**src/rtl/hazard_sequencer.sv**
```systemverilog
// Control-only hazard sequencer for the 5-stage core: stage enables/flushes, ID-stage forward
// selects, stall classification, halt drain and a saturating stall-cycle counter.

package hazard_sequencer_pkg;
   typedef enum logic [2:0] {
      NO_STALL   = 3'd0,
      IFID_STALL = 3'd1,
      IDEX_STALL = 3'd2,
      FULL_STALL = 3'd3
   } pipe_stall_t;
endpackage

module hazard_sequencer
   import hazard_sequencer_pkg::*;
#(
   parameter int CNT_W  = 16,
   parameter bit FWD_EN = 1'b1
) (
   input  logic             CLK,
   input  logic             RST,
   input  logic             ihit,
   input  logic             dhit,
   input  logic [4:0]       id_rs,
   input  logic [4:0]       id_rt,
   input  logic [4:0]       idex_wsel,
   input  logic             idex_RegWr,
   input  logic             idex_DataRead,
   input  logic [4:0]       exmem_wsel,
   input  logic             exmem_RegWr,
   input  logic             exmem_dreq,
   input  logic             exmem_Halt,
   input  logic [4:0]       memwb_wsel,
   input  logic             memwb_RegWr,
   input  logic             ex_redirect,
   output logic             pc_en,
   output logic             ifid_en,
   output logic             idex_en,
   output logic             exmem_en,
   output logic             memwb_en,
   output logic             ifid_flush,
   output logic             idex_flush,
   output logic             exmem_flush,
   output logic             fwd_exmem_a,
   output logic             fwd_memwb_a,
   output logic             fwd_exmem_b,
   output logic             fwd_memwb_b,
   output logic [2:0]       stall,
   output logic             halt,
   output logic [CNT_W-1:0] stall_cnt
);

   typedef enum logic [1:0] {
      RUN    = 2'd0,
      DRAIN  = 2'd1,
      HALTED = 2'd2
   } seq_state_t;

   seq_state_t        state_q, state_d;
   logic [CNT_W-1:0]  stall_cnt_q, stall_cnt_d;
   pipe_stall_t       stall_s;
   logic              idex_hit_rs_s, idex_hit_rt_s, exmem_hit_rs_s, exmem_hit_rt_s;
   logic              load_use_s, dmem_wait_s;
   logic              unused_s;

   // The register file writes before it reads, so MEM|WB producers never need forwarding here.
   assign unused_s = ^{memwb_wsel, memwb_RegWr};

   assign idex_hit_rs_s  = idex_RegWr  & (idex_wsel  != 5'd0) & (idex_wsel  == id_rs);
   assign idex_hit_rt_s  = idex_RegWr  & (idex_wsel  != 5'd0) & (idex_wsel  == id_rt);
   assign exmem_hit_rs_s = exmem_RegWr & (exmem_wsel != 5'd0) & (exmem_wsel == id_rs);
   assign exmem_hit_rt_s = exmem_RegWr & (exmem_wsel != 5'd0) & (exmem_wsel == id_rt);
   assign dmem_wait_s    = exmem_dreq & ~dhit;

   // Without forwarding every in-flight RAW producer must retire before the consumer may read.
   assign load_use_s = FWD_EN ? (idex_DataRead & (idex_hit_rs_s | idex_hit_rt_s))
                              : (idex_hit_rs_s | idex_hit_rt_s | exmem_hit_rs_s | exmem_hit_rt_s);

   assign stall     = stall_s;
   assign halt      = (state_q == HALTED);
   assign stall_cnt = stall_cnt_q;

   // Forward selects: the youngest producer (ID|EX) shadows an older EX|MEM match.
   always_comb begin
      fwd_exmem_a = 1'b0;
      fwd_memwb_a = 1'b0;
      fwd_exmem_b = 1'b0;
      fwd_memwb_b = 1'b0;
      if (FWD_EN && !RST && state_q == RUN) begin
         fwd_exmem_a = idex_hit_rs_s;
         fwd_memwb_a = ~idex_hit_rs_s & exmem_hit_rs_s;
         fwd_exmem_b = idex_hit_rt_s;
         fwd_memwb_b = ~idex_hit_rt_s & exmem_hit_rt_s;
      end else begin
         fwd_exmem_a = 1'b0;
      end
   end

   // Per-cycle enables, flushes, stall class and next state.
   always_comb begin
      pc_en       = 1'b0;
      ifid_en     = 1'b0;
      idex_en     = 1'b0;
      exmem_en    = 1'b0;
      memwb_en    = 1'b0;
      ifid_flush  = 1'b0;
      idex_flush  = 1'b0;
      exmem_flush = 1'b0;
      stall_s     = NO_STALL;
      state_d     = state_q;
      if (RST) begin
         state_d = RUN;
      end else begin
         case (state_q)
            RUN: begin
               if (dmem_wait_s) begin
                  stall_s = FULL_STALL;
               end else if (exmem_Halt) begin
                  exmem_en    = 1'b1;
                  memwb_en    = 1'b1;
                  ifid_flush  = 1'b1;
                  idex_flush  = 1'b1;
                  exmem_flush = 1'b1;
                  state_d     = DRAIN;
               end else if (ex_redirect) begin
                  // Fetch restarts at the target even if the old fetch is still outstanding.
                  {pc_en, ifid_en, idex_en, exmem_en, memwb_en} = 5'b11111;
                  ifid_flush = 1'b1;
                  idex_flush = 1'b1;
               end else if (load_use_s) begin
                  stall_s = IDEX_STALL;
                  {idex_en, exmem_en, memwb_en} = 3'b111;
                  idex_flush = 1'b1;
               end else if (!ihit) begin
                  stall_s = IFID_STALL;
                  {ifid_en, idex_en, exmem_en, memwb_en} = 4'b1111;
                  ifid_flush = 1'b1;
               end else begin
                  {pc_en, ifid_en, idex_en, exmem_en, memwb_en} = 5'b11111;
               end
            end
            DRAIN: begin
               memwb_en = 1'b1;
               state_d  = HALTED;
            end
            HALTED: begin
               state_d = HALTED;
            end
            default: begin
               state_d = RUN;
            end
         endcase
      end
   end

   // Saturating count of stalled RUN cycles; halting does not clear it.
   always_comb begin
      stall_cnt_d = stall_cnt_q;
      if (state_q == RUN && stall_s != NO_STALL && stall_cnt_q != {CNT_W{1'b1}}) begin
         stall_cnt_d = stall_cnt_q + {{(CNT_W-1){1'b0}}, 1'b1};
      end else begin
         stall_cnt_d = stall_cnt_q;
      end
   end

   // Sequencer state and counter registers.
   always_ff @(posedge CLK or posedge RST) begin
      if (RST) begin
         state_q     <= RUN;
         stall_cnt_q <= {CNT_W{1'b0}};
      end else begin
         state_q     <= state_d;
         stall_cnt_q <= stall_cnt_d;
      end
   end

endmodule
```
**config.mk**
```make
export PLATFORM = sky130hd
export DESIGN_NAME = hazard_sequencer
export DESIGN_NICKNAME = d
export VERILOG_FILES = /design/src/rtl/hazard_sequencer.sv
export SDC_FILE = /design/constraint.sdc
export NUM_CORES = 1
export LEC_CHECK = 0
export BUFFER_PORTS_ARGS = -buffer_cell sky130_fd_sc_hd__clkbuf_2
export CAP_MARGIN = 20
export CELL_PAD_IN_SITES_DETAIL_PLACEMENT = 1
export CELL_PAD_IN_SITES_GLOBAL_PLACEMENT = 1
export CORE_UTILIZATION = 35
export CTS_CLUSTER_DIAMETER = 50
export DETAILED_ROUTE_END_ITERATION = 7
export GPL_ROUTABILITY_DRIVEN = 0
export PLACE_DENSITY = 0.77
export SLEW_MARGIN = 0
export SYNTH_ARGS = -nofsm -noshare
export SYNTH_HDL_FRONTEND = slang
export SYNTH_SLANG_ARGS = --single-unit
```
**constraint.sdc**
```tcl
create_clock -name CLK -period 3.2 [get_ports CLK]
set_clock_uncertainty 0.1 [all_clocks]
set_input_delay 0.8 -clock CLK [delete_from_list [all_inputs] [get_ports CLK]]
set_output_delay 0.8 -clock CLK [all_outputs]
set_load 0.01 [all_outputs]
```
==> impl_results.md <==
- Placed Cells: 309
- Internal power: 483.0 uW
- CTS root buf: clkbuf_8
- GR Util All Layers: 20.42%
- Clk sink count: 18
- Fin nets: 302
- Remaining Overflow, GRT: 0
- RSZ-0062 raised after global routing: no
- Slowest-stage cell, CP: nor3_1
- Yosys warnings: 0
- Worst r2r dst: stall_cnt[15]
- Switch share: 36.91%
- Setup_tns: 0 ns
- Area Growth Syn to Fin: 25.19%
- Clock power share: 25.8%
- Hold path depth: 1
- CTS tree: done
- PostCTS Resize Cnt: 0
- Hold-fix buffers, CTS: 0
- Leakage: 0.9533 nW
- Clock Latency Late Sink: 0.26 ns
- WL/cell: 16.15 um
- Worst setup SP type: input pin
- Cell Pwr Density: 362.1 nW/um^2
- R2R setup slack: 0.60 ns
- Mapped cell area: 1689 um^2
- Wirelength, routed: 5054 um
- Buf/Inv on CP: 2
- Die W: 71.47 um
- # setup viols final: 0
- CP Max Fanout: 4
- Die ar.: 5108 um^2
- 1st-iter DRT viols: 39
- Slowest stage delay, CP: 0.34 ns
- First-pass GRT wire length: 8445 um
- Number of enable flip-flop cells after synthesis: 0
- Via density: 5.728
- Die Ht: 71.47 um
- RR Startpoint: state_q[0]
- Peak supply drop: 0.1705 mV
- Largest net degree at the start of global routing: 19
- Path depth of the worst reg2reg path: 7
- Antenna Cells: 0
- Floorplan core area: 4504 um^2
- Top Ports: 68
- Final std cells w/o fill: 313
- H-tree Lvls: 1
- Cts bufs inserted: 3
- Vias in the first global route: 1,785
- Seq cells post-synth: 18
- Seq/Total Area, Yosys: 26.67%
- Layout cells sized above 1: 29.89%
- Clock-pin slew on the worst setup and hold paths: 0.07 ns
- Synth cell types: 53
- Fin crit share: 94.58%
- Crit path arrival time: 2.13 ns
- Fin crit period: 3.027 ns
- CP Class: in -> out
- Status: finished, final reports clean
- Vias: 1,793
- Worst path cell trace: clkbuf_2, xor2_1, nor3_1, a22oi_1, o21a_1, o21a_1, clkbuf_2
- Crit-path leading delay family: compound AO/OA/AOI/OAI gates
- Fin. Hold Viols: 0
- Post-Syn Nets: 239
- Slew margin rel.: 65.38%
- Achievable frequency: 330.4 MHz
- Initial core utilization: 37.50%
- Cells after Synth: 199
- Critical Path End Type: primary output
- Final ANT Viol Nets: 0
- Postcts setup bufs: 0
- Main synth FF type: dfrtp_1
- Row count: 24
- Clock tree buffer depth: 2
- Drc violations: 0
- Worst Tran Pin Value: 0.5176 ns
- Asr flop ratio synth: 100.0%
- Router iterations before antenna repair: 4
- Sink of the worst hold path: stall_cnt[7]
- Final Max Slew Viols: 0
- Port Buffers: 60
- Max cap viols: 0
- HP Start: stall_cnt[7]
- Hold WC Path Type: reg -> reg
- Gate power share: 34.0%
- Worst EP required: 2.30 ns
- Syn_area_per_cell: 8.488 um^2
- Net switching power: 282.6 uW
- Initial antenna violation count: 0
- Final HPWL DP: 4054 um
- Sequential power share: 40.2%
## placed cells by master, fill, tap and decap left out, types with 5 or more instances in the layout
master / synthesis / layout
nor3_1: 8 / 8
nand2_1: 12 / 12
a21oi_1: 7 / 7
dfrtp_1: 18 / 18
buf_4: 1 / 7
o21a_1: 5 / 5
xor2_1: 14 / 14
o211ai_1: 5 / 5
xnor2_1: 14 / 14
clkbuf_2: 0 / 60
and3_1: 10 / 10
inv_1: 11 / 11
nand4_1: 9 / 9
nand3_1: 11 / 11
## cells in the mapped netlist, types with 2 or more instances
master     instances  area [um^2]
dfrtp_1           18        450.4
xnor2_1           14        122.6
xor2_1            14        122.6
nand2_1           12        45.04
inv_1             11        41.29
nand3_1           11        55.05
and3_1            10        62.56
nand4_1            9        56.30
nor3_1             8        40.04
a21oi_1            7        35.03
clkbuf_1           5        18.77
o211ai_1           5        37.54
o21a_1             5        37.54
and4_1             4        35.03
ha_1               4        50.05
nand2b_1           4        25.02
nor2_1             4        15.01
o21ai_1            4        20.02
a31oi_1            3        18.77
a41oi_1            3        26.28
o2bb2ai_1          3        26.28
a21o_1             2        15.01
buf_2              2        10.01
nor4b_1            2        17.52
o2111ai_1          2        17.52
o21ai_0            2        10.01
o21bai_1           2        15.01
o221ai_1           2        17.52
o31ai_1            2        15.01
or4_1              2        15.01
## cells by family (layout without fill, tap and decap cells)
family	count (synthesis)	count (layout)	share of synthesized area (%)
other cells	1	1	0.2220
compound gates	54	54	24.52
xor+xnor	28	28	14.52
simple gates	73	73	25.18
mux	1	1	0.6666
flops	18	18	26.67
fa+ha+maj	4	4	2.963
buf+inv	20	82	5.260
## final cells by class
| cell class | count | area, um^2 |
|---|---|---|
| Inverter | 11 | 41.29 |
| Multi-Input combinational cell | 161 | 1150 |
| Clock buffer | 4 | 55.05 |
| Tap cell | 52 | 65.06 |
| Fill cell | 587 | 2390 |
| Sequential cell | 18 | 450.4 |
| Timing Repair Buffer | 67 | 352.8 |
## worst max path at each step
stage / start / depth (start not counted) / endpoint / slack, ns
final: idex_wsel[4] / 7 / pc_en / 0.17
after detailed placement: idex_wsel[4] / 7 / pc_en / 0.15
after floorplan: id_rs[2] / 6 / ifid_flush / 0.34
after CTS: idex_wsel[4] / 7 / pc_en / 0.15
after global routing: idex_wsel[1] / 7 / pc_en / 0.007
after global placement: idex_wsel[1] / 7 / pc_en / 0.19
## stage by stage
step                instance area (um^2)  setup slack [ns]  total power, mW  util [%]  hold WS (ns)
floorplan                           1689            0.3351           0.4617         -        0.4322
global placement                    2059            0.1925           0.5644     45.72        0.3990
detailed placement                  2059            0.1533           0.5758     45.72        0.4009
CTS                                 2115            0.1477           0.7737     46.94        0.4125
global route                        2115          0.006863           0.8164     46.94        0.4538
finish                              2115            0.1734           0.7657     46.94        0.4056
## flip-flops by register name (all words and copies together) (netlist names)
name	flops
stall_cnt	16
state_q	2
## worst register-to-register path: stages, from the launching register on
cell and delay [ns]:
dfrtp_1 0.39, inv_1 0.10, ha_1 0.25, or4b_4 0.51
a211oi_4 0.50, nand4_1 0.15, o22a_1 0.26, o32ai_1 0.24
## power groups by stage
stage	clock network, mW	registers (mW)	logic (mW)
floorplan	0	0.313	0.148
global placement	0	0.310	0.255
detailed placement	0	0.313	0.263
CTS	0.201	0.309	0.264
global route	0.207	0.315	0.294
finish	0.198	0.308	0.260
## layer usage
layer | share of wire, % | up-vias | global-route usage, %
met5 | 0 | - | 0
met4 | 0.93 | 0 | 4.139
met3 | 4.7 | 7 | 3.094
met2 | 50 | 51 | 36.08
met1 | 44 | 861 | 26.52
li1 | - | 874 | -
No activity file was read; power rests on OpenSTA's default activity.
